## src/rtl/fetch_pkg.sv

```systemverilog
// Shared fetch-path sizing and the buffered entry type; decode reuses it for its input register.
package fetch_pkg;

    localparam int unsigned WIDTH = 32;
    localparam int unsigned DEPTH = 4;
    localparam int unsigned PTR_W = $clog2(DEPTH);
    localparam int unsigned CNT_W = $clog2(DEPTH + 1);

    typedef struct packed {
        logic [WIDTH-1:0] pc;
        logic [WIDTH-1:0] instr;
        logic             filled;
    } fetch_entry_t;

endpackage

```

## src/rtl/fetch_queue_if.sv

```systemverilog
// Fetch queue signal bundle: PC handshake, instruction memory req/gnt/rvalid, decode handshake, flush.
interface fetch_queue_if;
    import fetch_pkg::*;

    logic [WIDTH-1:0] pc_in;
    logic             pc_valid;
    logic             pc_ready;
    logic             imem_req;
    logic [WIDTH-1:0] imem_addr;
    logic             imem_gnt;
    logic             imem_rvalid;
    logic [WIDTH-1:0] imem_rdata;
    logic             flush;
    logic             out_valid;
    logic [WIDTH-1:0] out_pc;
    logic [WIDTH-1:0] out_instr;
    logic             out_ready;

    // Fetch queue side
    modport slave (
        input  pc_in, pc_valid, imem_gnt, imem_rvalid, imem_rdata, flush, out_ready,
        output pc_ready, imem_req, imem_addr, out_valid, out_pc, out_instr
    );

    // Surrounding PC stage, memory and decode
    modport master (
        output pc_in, pc_valid, imem_gnt, imem_rvalid, imem_rdata, flush, out_ready,
        input  pc_ready, imem_req, imem_addr, out_valid, out_pc, out_instr
    );

endinterface

```

## src/rtl/fetch_queue.sv

```systemverilog
// Instruction fetch queue: credit-limited memory requests, in-order fill of a circular buffer,
// and flush that turns in-flight responses into a drop count.
module fetch_queue
    import fetch_pkg::*;
(
    input  logic         clk,
    input  logic         rst,
    fetch_queue_if.slave bus
);

    fetch_entry_t     entry_q [DEPTH];
    logic [PTR_W-1:0] alloc_ptr;
    logic [PTR_W-1:0] fill_ptr;
    logic [PTR_W-1:0] head_ptr;
    logic [CNT_W-1:0] count;
    logic [CNT_W-1:0] drop_cnt;

    logic [CNT_W-1:0] filled_cnt;
    logic [CNT_W-1:0] unfilled;
    logic [CNT_W-1:0] drop_flush;
    logic             credit_ok;
    logic             req;
    logic             alloc;
    logic             fill;
    logic             pop;

    // Filled entries are exactly the allocated ones already answered, so unfilled needs no extra state
    always_comb begin
        filled_cnt = '0;
        for (int unsigned i = 0; i < DEPTH; i++) begin
            filled_cnt = filled_cnt + CNT_W'(entry_q[i].filled);
        end
    end

    always_comb begin
        unfilled  = count - filled_cnt;
        credit_ok = ({1'b0, count} + {1'b0, drop_cnt}) < (CNT_W + 1)'(DEPTH);
        // No request escapes while held in reset
        req       = rst & bus.pc_valid & credit_ok & ~bus.flush;

        bus.imem_req  = req;
        bus.imem_addr = bus.pc_in;
        bus.pc_ready  = req & bus.imem_gnt;
        bus.out_valid = entry_q[head_ptr].filled & ~bus.flush;
        bus.out_pc    = entry_q[head_ptr].pc;
        bus.out_instr = entry_q[head_ptr].instr;

        alloc = req & bus.imem_gnt;
        fill  = bus.imem_rvalid & (drop_cnt == '0) & (unfilled != '0);
        pop   = entry_q[head_ptr].filled & ~bus.flush & bus.out_ready;

        // A response landing in the flush cycle is itself one of the discarded ones
        drop_flush = drop_cnt + unfilled
                   - CNT_W'(bus.imem_rvalid & ((drop_cnt != '0) | (unfilled != '0)));
    end

    always_ff @(posedge clk or negedge rst) begin
        if (!rst) begin
            alloc_ptr <= '0;
            fill_ptr  <= '0;
            head_ptr  <= '0;
            count     <= '0;
            drop_cnt  <= '0;
            for (int unsigned i = 0; i < DEPTH; i++) begin
                entry_q[i] <= '0;
            end
        end else if (bus.flush) begin
            alloc_ptr <= '0;
            fill_ptr  <= '0;
            head_ptr  <= '0;
            count     <= '0;
            drop_cnt  <= drop_flush;
            for (int unsigned i = 0; i < DEPTH; i++) begin
                entry_q[i].filled <= 1'b0;
            end
        end else begin
            // Allocate, fill and pop always touch distinct entries
            if (alloc) begin
                entry_q[alloc_ptr].pc     <= bus.pc_in;
                entry_q[alloc_ptr].filled <= 1'b0;
                alloc_ptr                 <= alloc_ptr + PTR_W'(1);
            end
            if (bus.imem_rvalid && drop_cnt != '0) begin
                drop_cnt <= drop_cnt - CNT_W'(1);
            end else if (fill) begin
                entry_q[fill_ptr].instr  <= bus.imem_rdata;
                entry_q[fill_ptr].filled <= 1'b1;
                fill_ptr                 <= fill_ptr + PTR_W'(1);
            end
            if (pop) begin
                entry_q[head_ptr].filled <= 1'b0;
                head_ptr                 <= head_ptr + PTR_W'(1);
            end
            count <= count + CNT_W'(alloc) - CNT_W'(pop);
        end
    end

    // A response with nothing outstanding means the memory broke the in-order contract
    assert property (@(posedge clk) disable iff (!rst)
        !(bus.imem_rvalid && drop_cnt == '0 && unfilled == '0));

endmodule

```

## src/flat_wrapper.sv

```systemverilog
// flat-port wrapper written by rule: the top's interface ports become plain ports
module fetch_queue_flat import fetch_pkg::*;
  (clk, rst, bus_pc_in, bus_pc_valid, bus_imem_gnt, bus_imem_rvalid, bus_imem_rdata, bus_flush, bus_out_ready, bus_pc_ready, bus_imem_req, bus_imem_addr, bus_out_valid, bus_out_pc, bus_out_instr);
  fetch_queue_if bus_i ();
  input  logic clk;
  input  logic rst;
  input wire logic [$bits(bus_i.pc_in)-1:0] bus_pc_in;
  input wire logic [$bits(bus_i.pc_valid)-1:0] bus_pc_valid;
  input wire logic [$bits(bus_i.imem_gnt)-1:0] bus_imem_gnt;
  input wire logic [$bits(bus_i.imem_rvalid)-1:0] bus_imem_rvalid;
  input wire logic [$bits(bus_i.imem_rdata)-1:0] bus_imem_rdata;
  input wire logic [$bits(bus_i.flush)-1:0] bus_flush;
  input wire logic [$bits(bus_i.out_ready)-1:0] bus_out_ready;
  output wire logic [$bits(bus_i.pc_ready)-1:0] bus_pc_ready;
  output wire logic [$bits(bus_i.imem_req)-1:0] bus_imem_req;
  output wire logic [$bits(bus_i.imem_addr)-1:0] bus_imem_addr;
  output wire logic [$bits(bus_i.out_valid)-1:0] bus_out_valid;
  output wire logic [$bits(bus_i.out_pc)-1:0] bus_out_pc;
  output wire logic [$bits(bus_i.out_instr)-1:0] bus_out_instr;
  assign bus_i.pc_in = bus_pc_in;
  assign bus_i.pc_valid = bus_pc_valid;
  assign bus_i.imem_gnt = bus_imem_gnt;
  assign bus_i.imem_rvalid = bus_imem_rvalid;
  assign bus_i.imem_rdata = bus_imem_rdata;
  assign bus_i.flush = bus_flush;
  assign bus_i.out_ready = bus_out_ready;
  assign bus_pc_ready = bus_i.pc_ready;
  assign bus_imem_req = bus_i.imem_req;
  assign bus_imem_addr = bus_i.imem_addr;
  assign bus_out_valid = bus_i.out_valid;
  assign bus_out_pc = bus_i.out_pc;
  assign bus_out_instr = bus_i.out_instr;
  fetch_queue u_core (.clk(clk), .rst(rst), .bus(bus_i));
endmodule
```

## config.mk

```make
export PLATFORM = sky130hd
export DESIGN_NAME = fetch_queue_flat
export DESIGN_NICKNAME = d
export VERILOG_FILES = /design/src/rtl/fetch_pkg.sv /design/src/rtl/fetch_queue_if.sv /design/src/rtl/fetch_queue.sv /design/src/flat_wrapper.sv
export SDC_FILE = /design/constraint.sdc
export NUM_CORES = 1
export LEC_CHECK = 0
export ABC_AREA = 1
export CORE_MARGIN = 5
export CORE_UTILIZATION = 50
export CTS_CLUSTER_DIAMETER = 200
export DETAILED_ROUTE_END_ITERATION = 16
export MAX_ROUTING_LAYER = met4
export PLACE_DENSITY = 0.73
export REMOVE_ABC_BUFFERS = 1
export SETUP_SLACK_MARGIN = 0.5
export SKIP_LAST_GASP = 1
export SLEW_MARGIN = 40
export SYNTH_ARGS = -nofsm -noshare
export SYNTH_HDL_FRONTEND = slang
export SYNTH_SLANG_ARGS = --single-unit
```

## constraint.sdc

```tcl
create_clock -name clk -period 9.8 [get_ports clk]
set_input_delay 1.96 -clock clk [delete_from_list [all_inputs] [get_ports clk]]
set_output_delay 1.96 -clock clk [all_outputs]
set_load 0.005 [all_outputs]
```

Yosys cells after proc, flatten, opt, wreduce, memory -nomap -nowiden:

Index checks and enable logic that the tools add are counted.

* logic and storage cells: 102
* output and inout bits: 99
* input port bits: 71
* register bits: 272

* $lt $le $gt $ge: 7
* equality and inequality tests: 1
* multiplexer cells: 38
* add/subtract/negate cells: 13
* bitwise logic cells: 14
* reductions and logical operators: 12

Operator list (number)
* $mux W260: 6
* $bwmux W260: 5
* $demux W65 S2: 5
* $mux W65: 3
* $bmux W65 S2: 1
* $mux W33: 1
* $mux W2: 7
* $add A3 B1 Y3: 3
* $ge A3 B3 Y1 const B: 3
* $lt A3 B1 Y1 const B: 3
* $mux W3: 3
* $not A2 Y3: 3
* $and A1 B1 Y1: 8
* $reduce_bool A2 Y1: 4
* $mux W1: 7
* $add A2 B1 Y2 const B: 3
* $reduce_bool A3 Y1: 2
* $sub A3 B3 Y3: 2
* $add A3 B3 Y4: 1
* $logic_and A1 B1 Y1: 4
* $lt A4 B3 Y1 const B: 1
* $add A3 B3 Y3: 1
* $and A1 B3 Y3: 1
* $logic_not A3 Y1: 1
* other kinds (7): 7

Logic depth before layout (Yosys ltp):

Gate-level depths: netlist (run 1).

* depth in word-level cells: 17
* mapped depth: 22
* mapped depth without buffers: 22

Worst setup path after synthesis (run 1):

Ideal clock, no wire load.

* path kind: input to output
* from: input bus_flush
* to: output bus_pc_ready
* arrival: 2.551 ns
* data required time: 7.840 ns
* stages on the path: 5
* path slack: 5.289 ns
* path buffers: 0
* cell sequence: nor2_1 > nand3_1 > nor2_4 > nand2_4 > inv_1

* longest elaborated chain between the ends: 3

RTL lines
* start, declared: line flat_wrapper.sv:12 `input wire logic [$bits(bus_i.flush)-1:0] bus_flush;`
* $not A1 Y1: line fetch_queue.sv:39 `req = rst & bus.pc_valid & credit_ok & ~bus.flush;`
* $and A1 B1 Y1: line fetch_queue.sv:39
* net bus_imem_req: line flat_wrapper.sv:15 `output wire logic [$bits(bus_i.imem_req)-1:0] bus_imem_req;`
* $and A1 B1 Y1: line fetch_queue.sv:43 `bus.pc_ready = req & bus.imem_gnt;`
* end, declared: line flat_wrapper.sv:14 `output wire logic [$bits(bus_i.pc_ready)-1:0] bus_pc_ready;`

The timed path passes the listed nets, and every way through them passes these cells.

Worst setup path after layout (run 1):

* from: input bus_flush
* to: output bus_pc_ready

* longest elaborated chain between the ends: 3

RTL lines (line)
* $not A1 Y1: fetch_queue.sv:39
* $and A1 B1 Y1: fetch_queue.sv:39
* $and A1 B1 Y1: fetch_queue.sv:43

No other way between the ends.

==> impl_results.md, run 1 <==
* CORE AREA at ~26000 sq um
* Buf+Inv Stages, Crit Path at 3
* Synth-to-Final Area Change at 18.43%
* Critical path fanouts, max at 15
* Vertical die dimension at ~170 microns
* Static leakage at 7.842 nW
* Final non-filler cell area at approximately 16000 sq um
* Count of yosys warnings during synthesis at 0
* Most area-hungry cell type in the Yosys netlist: sky130_fd_sc_hd__dfrtp_1
* Port-buffer cells at 169
* Final Hold Viols at 0
* Clock Power Share at 0.315
* Vias per std cell at 5.501
* H-tree lvl count at 1
* Multiplexer area fraction after synthesis at 0
* Number of cells upsized or downsized after cts at 0
* DRC violation total after the first TritonRoute iteration at between 1000 and 1500
* Largest net degree at the start of global routing at between 90 and 100
* Cell mode on critical path: sky130_fd_sc_hd__clkdlybuf4s50_1
* Post-route DRC at 0
* Slew HR at 0.4682
* Final count of pins violating max slew at 0
* Total CTS buffers at 29
* Unrepaired setup endpoints after global routing: no
* Antenna violations before repair at 0
* Power after layout at 3.303 mW
* Sw power at 0.9155 mW
* Register clock-pin slew on the reported worst setup and hold paths at around 0.06 ns
* Total negative setup slack at 0 ns
* Category of cells accounting for the largest share of critical-path delay: buffers and inverters
* Share of synthesized area occupied by flip-flops and latches at 0.5111
* Clock tree from TritonCTS: done
* Synthesized-area fraction occupied by ao, oa, aoi and oai cells at 0.1567
* Setup CP Type: in -> out
* Starting density of the core at 0.5096
* Crit share post-route at 0.6143
* Nets at approximately 1800
* Global-route usage over all layers at 0.2278
* Worst-Skew Late Latency at about 0.54 ns
* Total of flip-flops plus latches after synthesis at ~270
* Combinational share of power at 0.257
* Post-CTS setup-driven buffer insertion count at 0
* Simple-Gate Fraction of Synth Area at 0.2116
* Outcome: finished clean
* Clock period minus final worst setup slack at between 6 and 7 ns
* Number of search-and-repair iterations in the first detailed-routing pass at 5
* Adder and majority gate portion of the synthesized area at 0.03007
* Average routed wire per standard cell at approximately 16 microns
* Most used standard cell by instance count after synthesis: sky130_fd_sc_hd__nand2_1
* Number of sinks driven by the clock tree at between 200 and 300
* Wire length of the first global-routing pass at 56.35 mm
* Post-Place Cell Area at 14840 sq um
* Cell-by-cell trace of the critical path: clkdlybuf4s50_1 -> nor2_1 -> nand3_1 -> nor2_4 -> nand2_4 -> inv_1 -> clkdlybuf4s50_1
* Ranking of synthesized cells by area: sky130_fd_sc_hd__dfrtp_1 51%, sky130_fd_sc_hd__nand2_1 13%, sky130_fd_sc_hd__o21ai_0 8.4%, sky130_fd_sc_hd__nand3_1 4.2%, sky130_fd_sc_hd__o21a_1 3.6%
* Global route total overflow at 0
* Async set-or-reset flop fraction in the synthesized netlist at 1.000
* Final number of setup-violating endpoints at 0
* Max Freq at around 0.17 GHz
* Xor-xnor portion of the synthesized cell area at 0.001315
* Arrival time at the worst endpoint at slightly above 4 ns
* Count of flip-flops with a built-in enable after synthesis at 0
* Horiz. Die Dim at roughly 170 microns
* Delay of the slowest cell on the worst path at a little over 0.7 ns
* HP Class: reg -> reg
* Worst-case clock buffer depth at 3
* CTS Root Buffer Type: sky130_fd_sc_hd__clkbuf_16
* Inserted Diodes at 0
* Count of antenna-violating nets left after detailed routing at 0
* # fillers at roughly 2300
* Sort of element at the start of the critical path: input pin
* Number of global-route vias before repair at about 11000
* Endpoint kind of the worst setup timing path: output pin
* Pwr per Cell Area at 209.4 nW/um^2
* Post-synthesis cell count at 1619
* Routed WL at around 34 mm
* Cell Rows at 59
* Distinct cells, synth at 32
* Data required time at the worst endpoint at just under 8 ns
* Primary FF master, synth: sky130_fd_sc_hd__dfrtp_1
* Skew final at 0.01499 ns
* Post-detail-place hpwl at 19.67 mm
* Combinational family with the most area after synthesis: simple AND/OR/NAND/NOR gates
* Final core utilization at 0.6035
* Most used standard cells in the synthesized netlist: 462 x sky130_fd_sc_hd__nand2_1, 272 x sky130_fd_sc_hd__dfrtp_1, 224 x sky130_fd_sc_hd__o21ai_0
* DIE AREA at 30000 sq um
* Overall via count from detail_route at 11310
* Switching power share of the total at 0.2772
* Average footprint of a synthesized cell at 8.225 sq um
* Worst-margin pin slew at just under 0.8 ns
* Max capacitance violation total at 0
* Power Internal at ~2.4 mW
* Final RePlAce weighted congestion at ~0.80
* Top-area cell type share of the netlist area at 0.5111
* Post-Synthesis Cell Area at ~13000 sq um
* Share of layout cells above drive strength 1 at 0.04590
* Count of boundary I/O pins at 170
* Hold-fix buffers at CTS at 0
* Slowest stage cell, crit path: sky130_fd_sc_hd__clkdlybuf4s50_1
* Fraction of power consumed by sequential logic at 0.429
* Worst IR drop on VDD at between 0.15 and 0.2 mV
[kinds of logic after synthesis]
kind of cell    Yosys count
flops                   272
buf+inv                 249
xor+xnor                  2
simple gates            693
fa+ha+maj                29
compound gates          374
[metal layers]
| metal | vias to the layer above | part of all wire | global-route usage |
|---|---|---|---|
| met5 | - | 0 | - |
| met4 | 0 | 0.027 | 0.06684 |
| met3 | 74 | 0.063 | 0.03231 |
| met2 | 418 | 0.46 | 0.3626 |
| met1 | 5443 | 0.45 | 0.3075 |
| li1 | 5375 | - | - |
[final timing paths]
| path | from | endpoint | slack, ns | cells past startpoint |
|---|---|---|---|---|
| setup reg to reg | u_core.entry_q[0]$_DFF_PN0_ | flop | 5.03 | 13 |
| hold / removal | flop | flop | 0.47 | 2 |
| max in group asynchronous | rst | asynchronous set/reset pin | 6.66 | 3 |
| hold reg to reg | flop | flop | 0.47 | 2 |
| setup / recovery | bus_flush | bus_pc_ready | 3.78 | 7 |
| min in group asynchronous | rst | asynchronous set/reset pin | 1.38 | 1 |
[stage by stage]
step / setup slack [ns] / hold WS, ns / cells
2_1_floorplan: 3.464 / 0.4366 / 1483
3_3_place_gp: 3.839 / 0.4488 / 2001
3_5_place_dp: 3.788 / 0.4530 / 2003
4_1_cts: 3.770 / 0.4679 / 2054
5_1_grt: 3.633 / 0.4818 / 2056
6_report: 3.780 / 0.4658 / 2056
[layout by cell type (no fill, tap or decap), types with 24 or more instances in the layout]
| master | netlist | final |
|---|---|---|
| sky130_fd_sc_hd__a21oi_1 | 35 | 35 |
| sky130_fd_sc_hd__clkbuf_16 | 0 | 29 |
| sky130_fd_sc_hd__clkdlybuf4s50_1 | 0 | 168 |
| sky130_fd_sc_hd__dfrtp_1 | 272 | 271 |
| sky130_fd_sc_hd__ha_1 | 24 | 24 |
| sky130_fd_sc_hd__inv_1 | 110 | 109 |
| sky130_fd_sc_hd__nand2_1 | 462 | 462 |
| sky130_fd_sc_hd__nand3_1 | 112 | 111 |
| sky130_fd_sc_hd__nor2_1 | 107 | 104 |
| sky130_fd_sc_hd__o21a_1 | 64 | 64 |
| sky130_fd_sc_hd__o21ai_0 | 224 | 224 |
| sky130_fd_sc_hd__o22ai_1 | 32 | 32 |
[area by class of cell]
type / count / area [sq um] / share of cell area
timing repair buffer: 187 / 1883 / 0.1194
tap: 335 / 419.2 / 0.02658
multi-input combinational: 1098 / 5340 / 0.3386
clock inverter: 6 / 55.05 / 0.003491
clock buffer: 45 / 835.8 / 0.05300
inverter: 113 / 426.7 / 0.02705
sequential: 272 / 6810 / 0.4318
[worst reg2reg max path, cell delays in order (launching register included)]
cell	delay [ns]
sky130_fd_sc_hd__dfrtp_1	0.40
sky130_fd_sc_hd__ha_1	0.30
sky130_fd_sc_hd__inv_1	0.07
sky130_fd_sc_hd__fa_1	0.42
sky130_fd_sc_hd__fa_1	0.40
sky130_fd_sc_hd__fa_1	0.59
sky130_fd_sc_hd__nor2_1	0.06
sky130_fd_sc_hd__nand3_2	0.13
sky130_fd_sc_hd__nand2_1	0.13
sky130_fd_sc_hd__inv_2	0.45
sky130_fd_sc_hd__buf_4	0.70
sky130_fd_sc_hd__nand2_2	0.69
sky130_fd_sc_hd__nand2_1	0.23
sky130_fd_sc_hd__nand2_1	0.07
[power groups by stage]
stage,clock [mW],sequential [mW],combinational [mW]
global route,1.11,1.44,0.943
detailed placement,0,1.43,0.846
floorplan,0,1.41,0.400
CTS,1.06,1.41,0.857
global placement,0,1.43,0.832
finish,1.04,1.42,0.848
No activity file was read; power rests on OpenSTA's default activity.
==> run 2: changes to the inputs <==
- clock period: 9.8 -> 6.25 ns (I/O delays scaled with it)
==> impl_results.md, run 2 (synthesis gave the netlist of run 1 again) <==
* Clock tree from TritonCTS: done
* Worst hold path stage count at 2
* Final count of pins violating max slew at 0
* Clock period minus final worst setup slack at between 4 and 5 ns
* Slowest stage cell, crit path: sky130_fd_sc_hd__clkinv_2
* Total negative setup slack at 0 ns
* Share of layout cells above drive strength 1 at 0.04986
* Hold-fix buffers at CTS at 0
* # fillers at ~2300
* Port-buffer cells at ~170
* Setup CP Type: reg -> out
* Static leakage at between 7 and 8 nW
* Unrepaired setup endpoints after global routing: no
* Crit share post-route at 0.7474
* Number of cells upsized or downsized after cts at 0
* Wire length of the first global-routing pass at about 56 mm
* Post-Place Cell Area at ~15000 sq um
* Vertical die dimension at approximately 170 microns
* Setup Slack @ Placement at roughly 1.7 ns
* Overall via count from detail_route at 11180
* Outcome: finished clean
* Final worst setup slack at approximately 1.6 ns
* Sort of element at the start of the critical path: flop
* Worst-Skew Late Latency at 0.55 ns
* Worst-margin pin slew at roughly 0.85 ns
* Average routed wire per standard cell at about 16 microns
* Nets at ~1800
* Cell mode on critical path: sky130_fd_sc_hd__o21ai_0
* Worst IR drop on VDD at just over 0.2 mV
* Final Hold Viols at 0
* Critical R2R Capture: u_core.drop_cnt[2]$_DFFE_PN0P_
* Worst-case clock buffer depth at 3
* CORE AREA at between 20000 and 30000 sq um
* Count of antenna-violating nets left after detailed routing at 0
* Number of cells on the worst reg-to-reg path at 21
* Final non-filler cell area at about 16000 sq um
* Global route total overflow at 0
* Synth-to-Final Area Change at 19.18%
* Arrival time at the worst endpoint at around 3.4 ns
* Largest net degree at the start of global routing at ~100
* Endpoint kind of the worst setup timing path: output pin
* Max Freq at between 0.2 and 0.25 GHz
* Final number of setup-violating endpoints at 0
* Number of global-route vias before repair at 10790
* Total CTS buffers at 30
* Count of boundary I/O pins at 170
* Most frequent standard cell in the layout excluding fill and tap cells: sky130_fd_sc_hd__nand2_1
* Number of search-and-repair iterations in the first detailed-routing pass at 5
* Post-CTS setup-driven buffer insertion count at 0
* Cell Rows at 59
* Global-route usage over all layers at 0.2270
* Starting density of the core at 0.5096
* Number of sinks driven by the clock tree at about 270
* Post-route DRC at 0
* Pwr per Cell Area at approximately 330 nW/um^2
* Commonest cells after routing, fill and taps aside: 462 x sky130_fd_sc_hd__nand2_1, 271 x sky130_fd_sc_hd__dfrtp_1, 224 x sky130_fd_sc_hd__o21ai_0
* CTS Root Buffer Type: sky130_fd_sc_hd__clkbuf_16
* HP Class: reg -> reg
* Data required time at the worst endpoint at approximately 5.0 ns
* Vias per std cell at 5.418
* Start of the worst register-to-register path: u_core.entry_q[0]$_DFF_PN0_
* H-tree lvl count at 1
* Final RePlAce weighted congestion at between 0.8 and 0.9
* Delay of the slowest cell on the worst path at 0.69 ns
* Routed WL at 33.39 mm
* Max capacitance violation total at 0
* Register-to-Register Setup Slack at between 2 and 2.5 ns
* Launch point of the critical path: u_core.head_ptr[1]$_DFFE_PN0P_
* Horiz. Die Dim at ~170 microns
* Power after layout at around 5.3 mW
* Critical path fanouts, max at 59
* Post-detail-place hpwl at 19.38 mm
* Cell-by-cell trace of the critical path: buf_4 -> clkinv_2 -> buf_12 -> a21oi_1 -> o21ai_0 -> o21ai_0 -> clkdlybuf4s50_1
* Register clock-pin slew on the reported worst setup and hold paths at around 0.06 ns
* DIE AREA at 30000 sq um
* Antenna violations before repair at 4
* Skew final at 0.01685 ns
* DRC violation total after the first TritonRoute iteration at between 800 and 900
* Slew HR at 0.4349
-- run 2: cell types whose count changed in the layout (fill, tap and decap cells not counted), sizes merged --
cell,previous run,this run
bufinv,1,0
clkinvlp,0,3
inv,113,112
diode,0,4
clkbuf,45,48
-- run 2: layout make-up --
type | count | area, sq um | share of cell area
diodes | 4 | 10.01 | 0.0006307
clock buffers | 48 | 929.6 | 0.05858
clock inverters | 7 | 42.54 | 0.002681
inverters | 113 | 430.4 | 0.02712
multi-input cells | 1098 | 5340 | 0.3365
flip-flops and latches | 272 | 6810 | 0.4291
well taps | 335 | 419.2 | 0.02641
repair buffers | 187 | 1888 | 0.1190
-- run 2: worst max-delay path, delay by kind of cell (launching register included) --
kind | cells | cell delay [ns]
buffers and inverters | 4 | 2.10
AO/OA/AOI/OAI | 3 | 0.40
flip-flops | 1 | 0.32
-- run 2: how the worst max path moves through the flow --
stage | cells past startpoint | endpoint
floorplan | 4 | bus_out_pc[0]
global placement | 7 | bus_pc_ready
detailed placement | 7 | bus_pc_ready
CTS | 7 | bus_pc_ready
finish | 7 | bus_out_pc[15]
global route | 7 | bus_out_pc[10]
-- run 2: where the power goes --
part | switching, mW | leakage, nW | internal, mW | total (mW)
Sequential | 0.155 | 3.53 | 2.06 | 2.21
Clock | 0.698 | 0.472 | 1.01 | 1.71
Combinational | 0.602 | 3.87 | 0.733 | 1.33
Total | 1.45 | 7.88 | 3.80 | 5.26
-- run 2: stage by stage --
stage               instances    util  hold WS (ns)
finish                   2064  0.6073        0.4642
global route             2064  0.6073        0.4752
CTS                      2058  0.6053        0.4680
detailed placement       2003  0.5681        0.4530
global placement         2002  0.5670        0.4483
floorplan                1483       -        0.4366
-- run 2: layer usage --
metal	share of wire	vias to the layer above	wire length (microns)	GRT usage
li1	-	5395	-	-
met1	0.44	5375	14740	0.3022
met2	0.47	359	15720	0.3674
met3	0.066	53	2219	0.03974
met4	0.021	0	705	0.05288
met5	0	-	0	-
